==> src/rtl/alu_pkg.sv <==
// Shared ALU definitions: the divider FSM state encoding and the default datapath width.
package alu_pkg;

  localparam int DIVU_WIDTH = 32;

  typedef enum logic [1:0] {
    IDLE = 2'd0,
    BUSY = 2'd1,
    DONE = 2'd2
  } div_state_e;

endpackage

==> src/rtl/div_step.sv <==
// One restoring-division iteration: shift the next dividend bit into the
// partial remainder, then subtract the divisor if it fits.
module div_step #(
  parameter int WIDTH = 32
) (
  input  logic [WIDTH-1:0] rem_i,
  input  logic             msb_i,
  input  logic [WIDTH-1:0] b_i,
  output logic [WIDTH-1:0] rem_o,
  output logic             q_o
);

  // The shifted remainder can reach 2*B-1, so compare and subtract on WIDTH+1 bits.
  logic [WIDTH:0] shifted;
  logic [WIDTH:0] diff;

  // Trial subtraction; keep the difference only when the divisor fits.
  always_comb begin
    shifted = {rem_i, msb_i};
    diff    = shifted - {1'b0, b_i};
    q_o     = (shifted >= {1'b0, b_i});
    rem_o   = q_o ? diff[WIDTH-1:0] : shifted[WIDTH-1:0];
  end

endmodule

==> src/rtl/divu_seq.sv <==
// Sequential restoring divider, one quotient bit per clock.
// Define DIVU_SEQ_SIGNED_EN to add the op_signed input for signed DIV/REM.
module divu_seq
  import alu_pkg::*;
#(
  parameter int WIDTH = DIVU_WIDTH
) (
  input  logic             clk,
  input  logic             rst_n,
  input  logic             start,
  input  logic             is_rem,
`ifdef DIVU_SEQ_SIGNED_EN
  input  logic             op_signed,
`endif
  input  logic [WIDTH-1:0] A,
  input  logic [WIDTH-1:0] B,
  output logic             busy,
  output logic             done,
  output logic [WIDTH-1:0] Y
);

  localparam int CW = (WIDTH > 2) ? $clog2(WIDTH) : 1;
  localparam logic [CW-1:0] CNT_MAX = CW'(WIDTH - 1);
  localparam logic [WIDTH-1:0] MOST_NEG = {1'b1, {(WIDTH-1){1'b0}}};

  div_state_e       state_q, state_d;
  logic [WIDTH-1:0] rem_q, rem_d;
  logic [WIDTH-1:0] dvd_q, dvd_d;     // dividend shifts out MSB-first, quotient shifts in
  logic [WIDTH-1:0] b_q, b_d;
  logic [CW-1:0]    cnt_q, cnt_d;
  logic             is_rem_q, is_rem_d;
  logic             neg_quo_q, neg_quo_d;
  logic             neg_rem_q, neg_rem_d;
  logic [WIDTH-1:0] y_q, y_d;
  logic             busy_q, busy_d;
  logic             done_q, done_d;
  logic             armed_q;          // low for the first edge after reset release

  logic             sgn;
  logic             neg_a, neg_b, ovf;
  logic [WIDTH-1:0] mag_a, mag_b;
  logic [WIDTH-1:0] step_rem, quo_next;
  logic             step_q;

`ifdef DIVU_SEQ_SIGNED_EN
  assign sgn = op_signed;
`else
  assign sgn = 1'b0;
`endif

  // Operand sign handling at issue time; unsigned builds see sgn tied low.
  always_comb begin
    neg_a = sgn & A[WIDTH-1];
    neg_b = sgn & B[WIDTH-1];
    mag_a = neg_a ? (~A + 1'b1) : A;
    mag_b = neg_b ? (~B + 1'b1) : B;
    ovf   = sgn && (A == MOST_NEG) && (B == '1);
  end

  div_step #(.WIDTH(WIDTH)) u_step (
    .rem_i (rem_q),
    .msb_i (dvd_q[WIDTH-1]),
    .b_i   (b_q),
    .rem_o (step_rem),
    .q_o   (step_q)
  );

  assign quo_next = {dvd_q[WIDTH-2:0], step_q};

  // Next-state and datapath update; Y is only written when entering DONE.
  always_comb begin
    state_d   = state_q;
    rem_d     = rem_q;
    dvd_d     = dvd_q;
    b_d       = b_q;
    cnt_d     = cnt_q;
    is_rem_d  = is_rem_q;
    neg_quo_d = neg_quo_q;
    neg_rem_d = neg_rem_q;
    y_d       = y_q;
    case (state_q)
      IDLE, DONE: begin
        state_d = IDLE;
        if (start && armed_q) begin
          is_rem_d  = is_rem;
          rem_d     = '0;
          cnt_d     = CNT_MAX;
          dvd_d     = mag_a;
          b_d       = mag_b;
          neg_quo_d = neg_a ^ neg_b;
          neg_rem_d = neg_a;
          if (B == '0) begin
            // Divide by zero: quotient all ones, remainder is the dividend.
            state_d = DONE;
            y_d     = is_rem ? A : '1;
          end else if (ovf) begin
            // Signed overflow: quotient wraps to the dividend, remainder zero.
            state_d = DONE;
            y_d     = is_rem ? '0 : A;
          end else begin
            state_d = BUSY;
          end
        end
      end
      BUSY: begin
        rem_d = step_rem;
        dvd_d = quo_next;
        if (cnt_q == '0) begin
          state_d = DONE;
          if (is_rem_q) y_d = neg_rem_q ? (~step_rem + 1'b1) : step_rem;
          else          y_d = neg_quo_q ? (~quo_next + 1'b1) : quo_next;
        end else begin
          cnt_d = cnt_q - 1'b1;
        end
      end
      default: state_d = IDLE;
    endcase
    busy_d = (state_d == BUSY);
    done_d = (state_d == DONE);
  end

  // State, datapath and registered status outputs, all cleared by reset.
  always_ff @(posedge clk or negedge rst_n) begin
    if (!rst_n) begin
      state_q   <= IDLE;
      rem_q     <= '0;
      dvd_q     <= '0;
      b_q       <= '0;
      cnt_q     <= '0;
      is_rem_q  <= 1'b0;
      neg_quo_q <= 1'b0;
      neg_rem_q <= 1'b0;
      y_q       <= '0;
      busy_q    <= 1'b0;
      done_q    <= 1'b0;
      armed_q   <= 1'b0;
    end else begin
      state_q   <= state_d;
      rem_q     <= rem_d;
      dvd_q     <= dvd_d;
      b_q       <= b_d;
      cnt_q     <= cnt_d;
      is_rem_q  <= is_rem_d;
      neg_quo_q <= neg_quo_d;
      neg_rem_q <= neg_rem_d;
      y_q       <= y_d;
      busy_q    <= busy_d;
      done_q    <= done_d;
      armed_q   <= 1'b1;
    end
  end

  assign busy = busy_q;
  assign done = done_q;
  assign Y    = y_q;

endmodule

==> config.mk <==
export PLATFORM = sky130hd
export DESIGN_NAME = divu_seq
export DESIGN_NICKNAME = d
export VERILOG_FILES = /design/src/rtl/alu_pkg.sv /design/src/rtl/div_step.sv /design/src/rtl/divu_seq.sv
export SDC_FILE = /design/constraint.sdc
export NUM_CORES = 1
export LEC_CHECK = 0
export CORE_UTILIZATION = 50
export CTS_CLUSTER_DIAMETER = 150
export DETAILED_ROUTE_END_ITERATION = 8
export PLACE_DENSITY_LB_ADDON = 0.3
export SLEW_MARGIN = 20
export SYNTH_ARGS = -nofsm -noshare
export SYNTH_HDL_FRONTEND = slang
export SYNTH_SLANG_ARGS = --single-unit
==> constraint.sdc <==
create_clock -name clk -period 7.4 [get_ports clk]
set_clock_uncertainty 0.2 [all_clocks]
set_input_delay 1.48 -clock clk [delete_from_list [all_inputs] [get_ports clk]]
set_output_delay 1.48 -clock clk [all_outputs]
set_load 0.03 [all_outputs]
==> results of run 1 <==
worst max-delay path, cell delays in order:
cell and delay [ps]:
clkdlybuf4s50_1 430, nor4_1 510, nand2_1 130, nor4_1 720, a21oi_4 90, buf_4 310
inv_1 450, o21ai_0 220, o21ai_0 130, o21ai_0 110
metrics by stage:
stage,std cells,hold WS (ps)
after floorplan,974,252
after global placement,1237,278
after detailed placement,1237,278
after CTS,1269,296
after global routing,1269,325
final,1269,292
final cells by class:
type                            count  area [µm²]
Timing Repair Buffer              109        1070
Inverter                           46         173
Fill cell                        1380        6010
Sequential cell                   139        3480
Tap cell                          216         270
Clock inverter                     12         170
Multi-Input combinational cell    727        4490
Clock buffer                       20         457
routing by layer:
| metal | global-route usage (%) | wire, µm | share of wire, % |
|---|---|---|---|
| met1 | 40.8 | 10700 | 46 |
| met4 | 9.11 | 456 | 2.0 |
| met5 | 0 | 0 | 0 |
| met2 | 42.0 | 10200 | 44 |
| met3 | 4.48 | 1770 | 7.7 |
state kept, by name, indices dropped and copies added, names as in the netlist:
name	flops
cnt_q	5
armed_q	1
Y	32
done	1
state_q	2
dvd_q	32
rem_q	32
busy	1
b_q	32
is_rem_q	1
cell families (layout without fill, tap and decap cells):
| group | count (synthesis) | after routing | synth area share, % |
|---|---|---|---|
| and+or+nand+nor | 341 | 341 | 19.2 |
| AOI/OAI and AO/OA | 302 | 302 | 23.0 |
| DFF | 139 | 139 | 41.5 |
| buffers and inverters | 108 | 187 | 5.57 |
| adders and majority gates | 34 | 34 | 5.17 |
| xor gates and xnor gates | 25 | 25 | 2.61 |
| muxes | 24 | 24 | 2.88 |
| other | 1 | 1 | 0.0447 |
worst max-delay path by stage:
stage                     start     to  depth (start not counted)  slack [ps]
after floorplan           B[26]  Y[13]                          8        3980
after global placement     B[5]  Y[30]                         11        2660
after detailed placement   B[5]  Y[30]                         11        2590
after CTS                  B[5]  Y[22]                         10        2980
after global routing       B[5]  Y[22]                         10        2630
final                      B[5]  Y[22]                         10        2890
power by group through the flow:
stage	Sequential [W]	Combinational, W	Clock [W]
after global placement	0.00138	0.00342	0
after floorplan	0.00142	0.00252	0
after CTS	0.00137	0.00351	0.000922
after detailed placement	0.00138	0.00347	0
after global routing	0.00142	0.00392	0.000950
final	0.00138	0.00355	0.000910
layout by cell type, fill, tap and decap left out, types with 3 or more instances in the layout:
master and count:
a211o_1 3, a211oi_1 10, a21o_1 17, a21oi_1 59, a21oi_2 4, a221o_1 13, a221oi_1 4, a22oi_1 33
a31oi_1 10, and2_1 4, and3_1 8, buf_4 8, bufinv_16 4, clkbuf_16 17, clkdlybuf4s50_1 100, clkinv_2 5
dfrtp_1 139, ha_1 33, inv_1 45, mux2i_1 23, nand2_1 143, nand2_2 3, nand3_1 38, nand4_1 7
nor2_1 39, nor2b_1 29, nor3_1 32, nor4_1 12, o211a_1 3, o211ai_1 6, o21ai_0 104, o221ai_1 6
o22ai_1 3, o31ai_1 8, or3_1 8, xnor2_1 18, xor2_1 7
==> impl_metrics.env, run 1 <==
export IMPL_status="finished clean"
export IMPL_antenna_found_initial=0
export IMPL_yosys_top_cells_count="143 x nand2_1, 139 x dfrtp_1, 104 x o21ai_0, 60 x a21oi_1, 49 x clkbuf_1"
export IMPL_setup_slack_ps=2890
export IMPL_drc=0
export IMPL_ioPinCount=102
export IMPL_syn_area_um2=8380
export IMPL_maxCapViolCount=0
export IMPL_yosys_cell_types_count=65
export IMPL_firstDrtPassIters=7
export IMPL_yosys_area_top_type="dfrtp_1"
export IMPL_coreArea_um2=16100
export IMPL_cts_setup_buffers=0
export IMPL_cts_sinks=139
export IMPL_die_area_um2=17300
export IMPL_synth_top_area_share_pct=41.5
export IMPL_cp_required_ps=7490
export IMPL_p_sw_w=0.00277
export IMPL_syn_area_per_cell_um2=8.60
export IMPL_rr_startpoint="rem_q[11]"
export IMPL_p_int_w=0.00307
export IMPL_hp_class="reg -> reg"
export IMPL_wl_um=23100
export IMPL_critPathArrivalTime_ps=4590
export IMPL_grt_pass1_wl_um=38300
export IMPL_synth_nets=1076
export IMPL_drtAntennaViolNets=0
export IMPL_cts_hold_buf=0
export IMPL_rrSetupSlack_ps=3040
export IMPL_yosys_warnings=0
export IMPL_powerDensity_nw_per_um2=578
export IMPL_cts_resized=0
export IMPL_worst_slew_pin_slew_ps=1060
export IMPL_place_congestion=0.913
export IMPL_power_frac_comb_pct=60.8
export IMPL_setup_tns_ps=0
export IMPL_fin_nets=1142
export IMPL_drv_slew=0
export IMPL_max_freq_mhz=222
export IMPL_place_hpwl_um=15900
export IMPL_clk_latency_ps=420
export IMPL_period_share_pct=60.9
export IMPL_maxSlewHeadroom_pct=29.3
export IMPL_areaGrowthSynthToFinish_pct=20.6
export IMPL_yosys_top_cells_area="dfrtp_1 42%, nand2_1 6.4%, o21ai_0 6.2%, ha_1 4.9%, a21oi_1 3.6%"
export IMPL_pre_cts_slack_ps=2590
export IMPL_finalHoldViolCount=0
export IMPL_cts_root_buf="clkbuf_16"
export IMPL_yosysMostFrequentCell="nand2_1"
export IMPL_synthFlopType="dfrtp_1"
export IMPL_ir_drop_uv=220
export IMPL_cts_buffers=17
export IMPL_r2r_end="Y[8]"
export IMPL_ys_seq_area_share_pct=41.5
export IMPL_num_rows=46
export IMPL_hp_start="Y[11]"
export IMPL_die_y_um=131
export IMPL_tritoncts="built"
export IMPL_hold_end="Y[11]"
export IMPL_vias_per_cell=6.06
export IMPL_reg2reg_depth=10
export IMPL_die_w_um=131
export IMPL_power_share_switching_pct=47.4
export IMPL_grt_total_usage_pct=27.9
export IMPL_fin_util_pct=62.7
export IMPL_p_seq_share_pct=23.6
export IMPL_p_total_w=0.00584
export IMPL_whs_path_depth=1
export IMPL_vias=7686
export IMPL_period_minus_slack_ps=4510
export IMPL_setup_violations=0
export IMPL_routedWlPerCell_um=18.2
export IMPL_worstSetupPathType="in -> reg"
export IMPL_h_tree_depth=4
export IMPL_layout_drive_gt1_share_pct=5.98
export IMPL_placed_area_um2=9480
export IMPL_start_util_pct=52.0
export IMPL_syn_inst=974
export IMPL_antenna_cells=0
export IMPL_p_leak_nw=4.29
export IMPL_endpoint_kind="flip-flop"
export IMPL_ys_async_sr_fraction_pct=100
export IMPL_drtIter0Drc=683
export IMPL_synth_edf_count=0
export IMPL_grt_overflow=0
export IMPL_grt_max_degree=102
export IMPL_grt_pass1_vias=7399
export IMPL_stdcell_area_um2=10100
export IMPL_start_kind="primary input"
export IMPL_ys_ff_latch=139
export IMPL_crit_fanout=47
export IMPL_clk_path_buf_depth=2
export IMPL_io_buffers=101
export IMPL_pwr_share_clk_pct=15.6
export IMPL_clkTransAtPathRegs_ps=60
export IMPL_rsz0062_at_grt="no"
Note: power is estimated with default switching activity, not from simulation.
==> run 2: changes to the inputs <==
- clock period: 7.4 -> 4.1 ns (I/O delays scaled with it)
==> run 2 against run 1 <==
Against the previous run:
- clock-buffer cell count grew 2
- flip-flop and latch count stayed put
- total power rose by 81%
- combinational power is 83% higher
==> impl_metrics.env, run 2 (synthesized netlist as in run 1, its figures left out) <==
export IMPL_status="finished clean"
export IMPL_grt_total_usage_pct=28.4
export IMPL_mostFrequentLayoutCells="143 x nand2_1, 139 x dfrtp_1, 104 x o21ai_0"
export IMPL_fin_nets=1150
export IMPL_finalHoldViolCount=0
export IMPL_wl_um=23600
export IMPL_start_util_pct=52.0
export IMPL_place_hpwl_um=16800
export IMPL_antenna_found_initial=1
export IMPL_grt_max_degree=87
export IMPL_coreArea_um2=16100
export IMPL_cts_root_buf="clkbuf_16"
export IMPL_cts_hold_buf=0
export IMPL_die_area_um2=17300
export IMPL_ioPinCount=102
export IMPL_vias_per_cell=6.03
export IMPL_maxCapViolCount=0
export IMPL_die_w_um=131
export IMPL_worstSetupPathType="reg -> reg"
export IMPL_pwr_share_clk_pct=15.1
export IMPL_num_rows=46
export IMPL_drtAntennaViolNets=0
export IMPL_io_buffers=101
export IMPL_clkTransAtPathRegs_ps=60
export IMPL_grt_pass1_wl_um=39000
export IMPL_areaGrowthSynthToFinish_pct=21.2
export IMPL_power_share_switching_pct=47.8
export IMPL_dp_cells=1245
export IMPL_maxSlewHeadroom_pct=40.3
export IMPL_crit_fanout=27
export IMPL_p_int_w=0.00553
export IMPL_worst_slew_pin_slew_ps=894
export IMPL_powerDensity_nw_per_um2=1040
export IMPL_drc=0
export IMPL_cp_required_ps=4210
export IMPL_setup_tns_ps=0
export IMPL_cts_setup_buffers=0
export IMPL_max_freq_mhz=274
export IMPL_p_seq_share_pct=23.6
export IMPL_grt_pass1_vias=7414
export IMPL_fin_util_pct=63.0
export IMPL_cts_buffers=17
export IMPL_cts_resized=0
export IMPL_setup_violations=0
export IMPL_drtIter0Drc=651
export IMPL_drv_slew=0
export IMPL_max_stage_delay_ps=420
export IMPL_slowest_stage="ha_1"
export IMPL_die_y_um=131
export IMPL_tritoncts="built"
export IMPL_firstDrtPassIters=5
export IMPL_p_sw_w=0.00506
export IMPL_start_kind="flip-flop"
export IMPL_rsz0062_at_grt="no"
export IMPL_ir_drop_uv=560
export IMPL_routedWlPerCell_um=18.4
export IMPL_vias=7699
export IMPL_p_total_w=0.0106
export IMPL_period_minus_slack_ps=3650
export IMPL_path_cells="ha_1 -> nand4_1 -> nor4_1 -> o21ai_0 -> a311oi_2 -> or4_1 -> buf_4 -> mux2i_1 -> a21oi_1 -> a221o_1"
export IMPL_cts_sinks=139
export IMPL_p_leak_nw=4.31
export IMPL_final_common_cell="nand2_1"
export IMPL_grt_overflow=0
export IMPL_endpoint_kind="flip-flop"
export IMPL_hp_class="in -> async"
export IMPL_critPathArrivalTime_ps=3760
export IMPL_antenna_cells=0
export IMPL_layout_drive_gt1_share_pct=6.50
export IMPL_clk_latency_ps=430
export IMPL_period_share_pct=89.1
export IMPL_clk_path_buf_depth=2
export IMPL_fin_cells=1277
export IMPL_power_frac_comb_pct=61.3
export IMPL_place_congestion=0.889
export IMPL_h_tree_depth=4
run 2: changes by cell type in the layout (fill, tap and decap cells not counted):
cell | before | now
clkinv_4 | 2 | 1
clkbuf_1 | 1 | 3
buf_12 | 0 | 1
bufinv_16 | 4 | 3
clkinv_2 | 5 | 2
inv_6 | 0 | 1
buf_4 | 8 | 15
clkinvlp_4 | 1 | 3
run 2: layout make-up:
class | instances | area [µm²]
fillers | 1400 | 5960
multi-input cells | 727 | 4490
flip-flops and latches | 139 | 3480
repair buffers | 117 | 1140
clock buffers | 22 | 464
well taps | 216 | 270
inverters | 46 | 173
clock inverters | 10 | 140
run 2: worst paths after layout:
| path | start | to | slack, ps | cells after the start |
|---|---|---|---|---|
| max | rem_q[13] | Y[17] | 450 | 10 |
| min | rst_n | dvd_q[11] | 220 | 1 |
| max reg2reg | rem_q[13] | Y[17] | 450 | 10 |
| min reg2reg | dvd_q[9] | dvd_q[9] | 300 | 2 |
| max in group asynchronous | rst_n | b_q[17] | 2700 | 2 |
| min in group clk | dvd_q[9] | dvd_q[9] | 300 | 2 |
run 2: per-stage QoR:
stage	area (µm²)	setup WS [ps]	hold WS, ps
finish	10200	446	224
global route	10200	275	300
CTS	10200	493	282
detailed placement	9550	477	284
global placement	9550	524	283
floorplan	8380	1050	252
run 2: layer usage:
metal | track usage, % | share of wire, % | routed length, µm
met3 | 4.32 | 7.4 | 1750
met2 | 41.1 | 43 | 10100
met1 | 42.6 | 47 | 11100
met4 | 10.5 | 2.2 | 528
met5 | 0 | 0.20 | 46
run 2: worst max-delay path: cells and delay by family (launching register included):
kind,cells,cell delay (ps)
flops,1,400
mux,1,380
buf+inv,1,340
simple gates,3,720
compound gates,4,1050
fa+ha+maj,1,420
run 2: power by group through the flow:
stage / combinational [W] / clock [W] / sequential [W]
6_report: 0.00649 / 0.00160 / 0.00250
5_1_grt: 0.00714 / 0.00166 / 0.00257
4_1_cts: 0.00640 / 0.00161 / 0.00249
3_5_place_dp: 0.00633 / 0 / 0.00250
3_3_place_gp: 0.00625 / 0 / 0.00249
2_1_floorplan: 0.00455 / 0 / 0.00256
